[src/rtl/mdarray_copy_engine.sv]
`default_nettype none
// +----------------------------------------------------------------------+
// | mdarray_copy_engine: copies src[ROWS][COLS] into dst one element per  |
// | cycle, optionally reversing row and/or column index. Rev 1.0          |
// +----------------------------------------------------------------------+
module mdarray_copy_engine #(
  parameter int WIDTH = 1,
  parameter int ROWS  = 2,
  parameter int COLS  = 2,
  parameter int RW    = (ROWS > 1) ? $clog2(ROWS) : 1,
  parameter int CW    = (COLS > 1) ? $clog2(COLS) : 1
) (
  input  logic             clk,
  input  logic             rst_n,
  input  logic             wr_en,
  input  logic [RW-1:0]    wr_row,
  input  logic [CW-1:0]    wr_col,
  input  logic [WIDTH-1:0] wr_data,
  input  logic             start,
  input  logic [1:0]       mode,
  input  logic [RW-1:0]    rd_row,
  input  logic [CW-1:0]    rd_col,
  output logic [WIDTH-1:0] rd_data,
  output logic             busy,
  output logic             done
);

  // Storage spans the full index space so every index is legal; the
  // entries beyond ROWS/COLS are never written and stay at reset value.
  localparam int RN = 1 << RW;
  localparam int CN = 1 << CW;
  localparam logic [RW-1:0] ROW_LAST = RW'(ROWS - 1);
  localparam logic [CW-1:0] COL_LAST = CW'(COLS - 1);
  localparam logic [RW:0]   ROWS_X   = (RW + 1)'(ROWS);
  localparam logic [CW:0]   COLS_X   = (CW + 1)'(COLS);

  typedef enum logic [1:0] {
    S_IDLE = 2'd0,
    S_COPY = 2'd1,
    S_DONE = 2'd2
  } state_t;

  state_t           state_q, state_d;
  logic [1:0]       mode_q, mode_d;
  logic [RW-1:0]    r_q, r_d;
  logic [CW-1:0]    c_q, c_d;
  logic             busy_q, busy_d;
  logic             done_q, done_d;
  logic [WIDTH-1:0] src_q [RN][CN];
  logic [WIDTH-1:0] src_d [RN][CN];
  logic [WIDTH-1:0] dst_q [RN][CN];
  logic [WIDTH-1:0] dst_d [RN][CN];

  logic [RW-1:0] r_dst;
  logic [CW-1:0] c_dst;
  logic          wr_ok;
  logic          rd_ok;

  assign r_dst = mode_q[1] ? (ROW_LAST - r_q) : r_q;
  assign c_dst = mode_q[0] ? (COL_LAST - c_q) : c_q;
  assign wr_ok = wr_en && (state_q != S_COPY) &&
                 ({1'b0, wr_row} < ROWS_X) && ({1'b0, wr_col} < COLS_X);
  assign rd_ok = ({1'b0, rd_row} < ROWS_X) && ({1'b0, rd_col} < COLS_X);

  always_comb begin
    state_d = state_q;
    mode_d  = mode_q;
    r_d     = r_q;
    c_d     = c_q;
    src_d   = src_q;
    dst_d   = dst_q;

    // A write coinciding with an accepted start lands at the same edge,
    // so the copy that follows reads the new value.
    if (wr_ok) src_d[wr_row][wr_col] = wr_data;

    case (state_q)
      S_IDLE: begin
        if (start) begin
          mode_d  = mode;
          r_d     = '0;
          c_d     = '0;
          state_d = S_COPY;
        end
      end
      S_COPY: begin
        dst_d[r_dst][c_dst] = src_q[r_q][c_q];
        if (c_q == COL_LAST) begin
          c_d = '0;
          if (r_q == ROW_LAST) state_d = S_DONE;
          else                 r_d = r_q + 1'b1;
        end else begin
          c_d = c_q + 1'b1;
        end
      end
      S_DONE:  state_d = S_IDLE;
      default: state_d = S_IDLE;
    endcase

    busy_d = (state_d == S_COPY);
    done_d = (state_d == S_DONE);
  end

  always_ff @(posedge clk or negedge rst_n) begin
    if (!rst_n) begin
      state_q <= S_IDLE;
      mode_q  <= '0;
      r_q     <= '0;
      c_q     <= '0;
      busy_q  <= 1'b0;
      done_q  <= 1'b0;
      src_q   <= '{default: '0};
      dst_q   <= '{default: '0};
    end else begin
      state_q <= state_d;
      mode_q  <= mode_d;
      r_q     <= r_d;
      c_q     <= c_d;
      busy_q  <= busy_d;
      done_q  <= done_d;
      src_q   <= src_d;
      dst_q   <= dst_d;
    end
  end

  assign rd_data = rd_ok ? dst_q[rd_row][rd_col] : '0;
  assign busy    = busy_q;
  assign done    = done_q;

endmodule
`default_nettype wire

[config.mk]
export PLATFORM = sky130hd
export DESIGN_NAME = mdarray_copy_engine
export DESIGN_NICKNAME = d
export VERILOG_FILES = /design/src/rtl/mdarray_copy_engine.sv
export SDC_FILE = /design/constraint.sdc
export NUM_CORES = 1
export LEC_CHECK = 0
export CAP_MARGIN = 30
export CORE_AREA = 3 3 47 49
export DETAILED_ROUTE_END_ITERATION = 7
export DIE_AREA = 0 0 50 52
export GPL_TIMING_DRIVEN = 0
export SLEW_MARGIN = 20
export SYNTH_ARGS = -nofsm -noshare
export SYNTH_HDL_FRONTEND = slang
export SYNTH_SLANG_ARGS = --single-unit
[constraint.sdc]
create_clock -name clk -period 1.57 [get_ports clk]
set_input_delay 0.2355 -clock clk [delete_from_list [all_inputs] [get_ports clk]]
set_output_delay 0.2355 -clock clk [all_outputs]
set_load 0.05 [all_outputs]
After elaboration in Yosys (flattened, before gate mapping)
Index checks and enable logic that the tools add are counted.

Register bits: 16. Input port bits: 11. Output and inout port bits: 3. Logic and storage cells: 88.

Bitwise logic cells: 8. Add/subtract/negate cells: 4. Mux-type cells: 34. Eq/ne operators: 6. $lt $le $gt $ge: 12. Reduce and logical (&&, ||, !) cells: 10.

Operators with widths (number): 2-bit two-way mux (11); 2-bit >= comparator (second input constant) (8); 1-bit inverter with 2-bit output (8); 1-bit two-way mux (14); 4-bit bitwise mux (2); 2-bit by 1-bit less-than comparator with 1-bit output (second input constant) (4); 1-bit logical AND (5); 2-bit demux with 1-bit select (2); 2-bit by 1-bit == test with 1-bit output (second input constant) (2); 2-bit inequality test (second input constant) (2); 1-bit one-hot mux with 2 select lines (2); 2-bit one-hot mux with 2 select lines (1); 2-bit AND reduction (2); 3-bit AND reduction (1); 1-bit adder (second input constant) (2); 1-bit demux with 1-bit select (2); 2-bit == test (second input constant) (1); 2-bit zero test (1); 2-bit by 1-bit inequality test with 1-bit output (second input constant) (1); 2-bit nonzero test (1); 1-bit subtractor (first input constant) (2).

Depth between registers and ports, before layout
Gate-level depths: netlist of the first run.

Depth in word-level cells: 10. Depth in mapped cells: 4. Mapped depth without buffers: 3.

Worst setup path before layout of the first run
OpenSTA, ideal clock, no wires.

Path type: register to register. From: reg state_q[1]. To: reg dst_q[1] (netlist name). Period minus slack after synthesis: 1.329 ns. Data arrival time: 1.205 ns. Path slack: 0.241 ns. Library setup time: 0.125 ns. Cell stages (with the launch flop): 5. Data required time: 1.445 ns. Path buffers: 1. Cells stage by stage: dfrtp_1 > nand2b_1 > buf_2 > nor3_1 > mux2_2.

Cells in the longest elaborated chain, start to end: 1.

RTL lines: start, declared (RTL line 43) `state_t state_q, state_d;`; start signal, assigned (RTL line 115) `state_q <= state_d;`; 2-bit by 1-bit == test with 1-bit output (RTL line 77) `case (state_q)`; end signal, assigned (RTL line 122) `dst_q <= dst_d;`; end, declared (RTL line 51) `logic [WIDTH-1:0] dst_q [RN][CN];`.

No other way between the ends. A chain may end at the register's enable or synchronous reset.

Final worst setup path of the first run
From: reg dst_q[0] (netlist name). To: out rd_data.

Cells in the longest elaborated chain, start to end: 6.

RTL lines: 2-bit two-way mux (not written as such) (3 in series) (RTL line 126) `assign rd_data = rd_ok ? dst_q[rd_row][rd_col] : '0;`; 1-bit two-way mux (not written as such) (3 in series) (RTL line 126); end, declared (RTL line 23) `output logic [WIDTH-1:0] rd_data,`.

No other way between the ends. The select of a mux whose other input is x is not followed.

==> metrics.cfg, run 1 <==
[floorplan]
dieArea_um2=2600
start_util=0.392
rows=16
die_x_um=50
die_y_um=52
ioPinCount=14
design.core.area_um2=1900

[place]
gp_congestion=0.692
numPortBuffers=13
hpwl_um=890
place_inst=98

[worst_setup_path]
endpoint_kind=output port
criticalPathCategory=reg -> out
cp_slowest_cell=mux4_2
path_delay_family=multiplexers
worst-endpoint-required_ns=1.33
cp_cell_sequence=mux4_2 -> buf_8
startpoint_type=register
arrival_ns=1.32
critPathMaxFanout=2
cpPeakStageDelay_ns=0.49
path_buf_inv=1

[timing]
period_needed_ns=1.56
hold_viol=0
fmax_mhz=642
rsz0062_at_grt=yes
tightest_slew_ns=0.685
clock_skew_ns=0.00135
fin_crit_sh=0.992
finalSetupViolCount=0
final_max_slew_viol_count=0
slew_headroom=0.542

[worst_hold_path]
hold_class=in -> async

[layout]
diodes=0
final_cells=103
drive_above_1_share=0.211
final_nets=88
postLayoutCoreUtil=0.504
multi_input_area_um2=320
area_growth_pct=28.5
regArea_um2=400
fill_cells=182

[pwr]
power_density_nw_per_um2=2050
sequentialPowerShare=0.375
cellLeakagePower_nw=0.414
power.switching_mw=0.721
pwr-share-clk=0.137
vdd_drop_max_uv=940
share_comb_of_total_power=0.488
p_int_mw=1.24
netSwitchingFraction=0.367

[route]
wire_per_inst_um=11.4
drt-initial-drc-count=4
routed_via_density=4.62
first_pass_iters=4
routed_wirelength_um=1180
drc=0
vias=476
ant_nets=0

[yosys]
synth_cell_type_count=21
syn-num-nets=69
synth.area.top_cells=dfrtp_1, mux2_1, mux2_2
ys_seq_area_frac=0.537
syn-cell-area_um2=746
netlist.area_leader.share=0.537
synth_ff_type=dfrtp_1
async_flop_share=1.00
yosysMostFrequentCell=dfrtp_1
synth-edff-count=0
yosys.area.top_type=dfrtp_1
synth_commonest_cells=dfrtp_1, mux2_1, mux2_2
avgSynthCellArea_um2=12.9
yosysWarnings=0
ys_seq_elements=16
syn_inst=58

[cts]
postCtsHoldBufs=0
clock_sink_count=16
numCtsBuffers=3
cts.path.max_buffers=2
root_buffer=clkbuf_4
clk_pin_slew_ns=0.09
h-tree-depth=1
tritoncts=done
clock_latency_ns=0.28

[global_routing]
grt_max_degree=17
grt_usage=0.110
grt_remaining_overflow=0
grt_pass1_vias=464
grt_pass1_wl_um=2150
antenna_found_initial=0

[flow_run]
drv_cap=0

[status]
status=complete, no violations

power groups by stage:
stage	clock [mW]	combinational, mW	sequential, mW
floorplan	0	0.670	0.796
global placement	0	0.933	0.747
detailed placement	0	0.946	0.751
CTS	0.281	0.944	0.740
global route	0.301	1.06	0.765
finish	0.269	0.959	0.736
metrics by stage:
step / worst slack [ns] / total power, mW / TNS (ns) / hold slack (ns) / instance area [um^2]
2_1_floorplan: 0.241 / 1.47 / 0 / -0.0601 / 746
3_3_place_gp: -0.581 / 1.68 / -0.581 / 0.472 / 910
3_5_place_dp: -0.578 / 1.70 / -0.578 / 0.480 / 910
4_1_cts: -0.0599 / 1.96 / -0.0599 / 0.386 / 945
5_1_grt: -0.0288 / 2.13 / -0.0288 / 0.405 / 958
6_report: 0.0123 / 1.96 / 0 / 0.360 / 958
flip-flops by register name (all words and copies together) (netlist names):
register  flops
dst_q         4
done          1
state_q       2
c_q           1
mode_q        2
src_q         4
r_q           1
busy          1
cell families (layout without fill, tap and decap cells):
group	Yosys count	in the layout	share of synthesized area
AO/OA/AOI/OAI	4	4	0.0302
XOR/XNOR	4	4	0.0470
buffers and inverters	4	22	0.0336
flip-flops	16	16	0.537
multiplexers	12	12	0.211
AND/OR/NAND/NOR	18	18	0.141
final timing paths:
check | start | to | slack [ns] | cells past startpoint
hold reg to reg | src_q[0] | src_q[0] | 0.50 | 1
setup / recovery | dst_q[0] | rd_data | 0.01 | 2
min in group clk | src_q[0] | src_q[0] | 0.50 | 1
max in group asynchronous | rst_n | mode_q[0] | 0.78 | 1
hold / removal | rst_n | src_q[3] | 0.36 | 1
setup reg to reg | state_q[1] | dst_q[0] | 0.15 | 4
final cells by class:
cell class | instances | share of cell area
plain buffers | 3 | 0.0222
flip-flops and latches | 16 | 0.418
inverters | 1 | 0.00392
well taps | 27 | 0.0352
clock buffers | 4 | 0.0379
repair buffers | 14 | 0.149
multi-input cells | 38 | 0.334
per-layer routing:
metal  wire [um]  vias up  track usage
li1            -      242            -
met1         552      223        0.138
met2         565       11        0.165
met3          58        0       0.0573
met4           0        0       0.0276
met5           0        -            0
placed cells by master, fill, tap and decap left out, drive strengths merged:
master and n:
dfrtp 16, mux2 10, clkdlybuf4s50 9, buf 5, nor2 4, nor3 4
clkbuf 4, nor2b 2, mux4 2, nand2b 2, nand4b 2, xor2 2
xnor2 2, a21oi 2, dlygate4sd2 2, nand3 1, o21bai 1, and4bb 1
nand4 1, inv 1, nand2 1, o21ai 1, dlymetal6s2s 1
what timing repair did:
action	in CTS	in global routing
gates cloned	0	0
hold endpoints to repair	0	0
endpoints found under the setup margin	3	1
pin swaps	0	0
gates resized for setup	9	2
buffers inserted	0	1
Power figures use the tool's default switching activity.
==> run 2: changes to the inputs <==
- ABC_AREA: unset -> 1
- CORE_AREA: 3 3 47 49 -> 3 3 51 53
- DIE_AREA: 0 0 50 52 -> 0 0 54 56
==> metrics.cfg, run 2 <==
[worst_setup_path]
worst-endpoint-required_ns=1.33
endpoint_kind=output port
reg2reg_from=state_q[1]
criticalPathCategory=in -> out
startpoint_type=primary input
rrSetupSlack_ns=0.48
arrival_ns=1.24
rr_worst_depth=5
cp_slowest_cell=clkdlybuf4s50_1
crit_path_frequent_cell=nor2_1
r2r_end=dst_q[3]
cp_cell_sequence=clkdlybuf4s50_1 -> inv_1 -> nor2_1 -> nor2_1 -> o21ai_0 -> o21ai_1 -> buf_4
critPathMaxFanout=3
cpPeakStageDelay_ns=0.49

[layout]
reg_top3=dst_q x4, src_q x4
drive_above_1_share=0.173
diodes=0
final_cell_mix=nand2_1, dfrtp_1, inv_1, nand3_1, clkdlybuf4s50_1
area_growth_pct=22.6
final_nets=139
fill_cells=219
layout_commonest_cell=nand2_1
postLayoutCoreUtil=0.487
final_cells=155
design_area_um2=1070

[yosys]
synth-edff-count=0
synth_ff_type=dfrtp_1
yosysWarnings=0
synth.area.top_cells=dfrtp_1, nand2_1, nand3_1
netlist.area_leader.share=0.460
syn-num-nets=121
ys_seq_area_frac=0.460
yosysMostFrequentCell=nand2_1
synth_commonest_cells=nand2_1, dfrtp_1, inv_1, nand3_1, nor2_1
yosys.area.top_type=dfrtp_1
avgSynthCellArea_um2=7.91
syn-cell-area_um2=870
async_flop_share=1.00
synth_cell_type_count=16
ys_seq_elements=16
syn_inst=110

[pwr]
cellLeakagePower_nw=0.551
vdd_drop_max_uv=838
power_density_nw_per_um2=2000
total_power_mw=2.14

[timing]
fin_crit_sh=0.942
clock_skew_ns=0.00158
period_needed_ns=1.48
tightest_slew_ns=0.727
slew_headroom=0.514
fmax_mhz=676
rsz0062_at_grt=no
finalSetupViolCount=0
final_max_slew_viol_count=0
hold_viol=0

[route]
wire_per_inst_um=10.4
first_pass_iters=4
drt-initial-drc-count=4
routed_via_density=4.65
routed_wirelength_um=1620
vias=721
ant_nets=0
drc=0

[floorplan]
start_util=0.397
design.core.area_um2=2190
dieArea_um2=3020
die_x_um=54
die_y_um=56
ioPinCount=14
rows=17

[status]
status=complete, no violations

[global_routing]
grt_pass1_wl_um=2980
grt_pass1_vias=723
antenna_found_initial=0
grt_max_degree=17
grt_usage=0.131
grt_remaining_overflow=0

[cts]
h-tree-depth=1
clk_pin_slew_ns=0.09
root_buffer=clkbuf_4
numCtsBuffers=3
cts.path.max_buffers=2
clock_latency_ns=0.28
tritoncts=done
clock_sink_count=16

[flow_run]
drv_cap=0

[place]
place_inst=151
numPortBuffers=13
gp_congestion=0.771
dpl_cell_area_um2=1030
hpwl_um=1280

[worst_hold_path]
hold_class=in -> async

run 2: cell count changes after synthesis, moves of 3 or more:
cell / previous run / this run
inv_1: 1 / 10
inv_2: 0 / 4
mux2_1: 5 / 0
mux2_2: 5 / 0
nand2_1: 1 / 36
nand2_2: 0 / 4
nand3_1: 1 / 10
nand4_1: 1 / 4
nor2_1: 4 / 8
nor3_1: 4 / 0
o21ai_0: 1 / 6
run 2: how the worst max path moves through the flow:
stage / cells past startpoint / slack [ns] / startpoint / to
finish: 7 / 0.09 / rd_row / rd_data
global route: 7 / 0.01 / rd_row / rd_data
CTS: 7 / 0.04 / rd_row / rd_data
detailed placement: 7 / -0.50 / rd_row / rd_data
global placement: 7 / -0.47 / rd_row / rd_data
floorplan: 2 / 0.24 / dst_q[2] / rd_data
run 2: final cells by class:
type                    instances  area (um^2)  share of cell area
repair buffers                 13          125               0.117
well taps                      28         35.0              0.0329
inverters                      15         58.8              0.0552
multi-input cells              79          410               0.385
clock buffers                   4         36.3              0.0340
flip-flops and latches         16          400               0.376
run 2: per-layer routing:
metal / global-route usage / wire length [um] / vias to the layer above
met4: 0.0320 / 17 / 0
met3: 0.0483 / 64 / 2
met2: 0.211 / 783 / 11
met1: 0.163 / 750 / 326
li1: - / - / 382
met5: 0 / 0 / -
run 2: cell families after synthesis:
kind of cell,synth area share
AOI/OAI and AO/OA,0.0518
buffers and inverters,0.0676
DFF,0.460
and+or+nand+nor,0.420
run 2: critical path, delay by kind of cell:
family	cells	cell delay [ns]
AOI/OAI and AO/OA	2	0.15
buffers and inverters	3	0.74
and+or+nand+nor	2	0.12
run 2: stage by stage:
step / setup TNS, ns / hold slack (ns) / setup WS (ns)
2_1_floorplan: 0 / -0.0601 / 0.238
3_3_place_gp: -0.465 / 0.461 / -0.465
3_5_place_dp: -0.500 / 0.460 / -0.500
4_1_cts: 0 / 0.403 / 0.0439
5_1_grt: 0 / 0.424 / 0.00958
6_report: 0 / 0.378 / 0.0908
run 2: power by group:
group	switching [mW]	internal [mW]	total, mW
clock network	0.126	0.141	0.267
logic	0.735	0.367	1.10
registers	0.157	0.611	0.768
total	1.02	1.12	2.14
run 2: repair_timing:
action | in CTS | in global routing
resized for setup | 7 | 2
hold buffers | 0 | 0
setup buffers | 0 | 0
setup endpoints to repair | 3 | 1
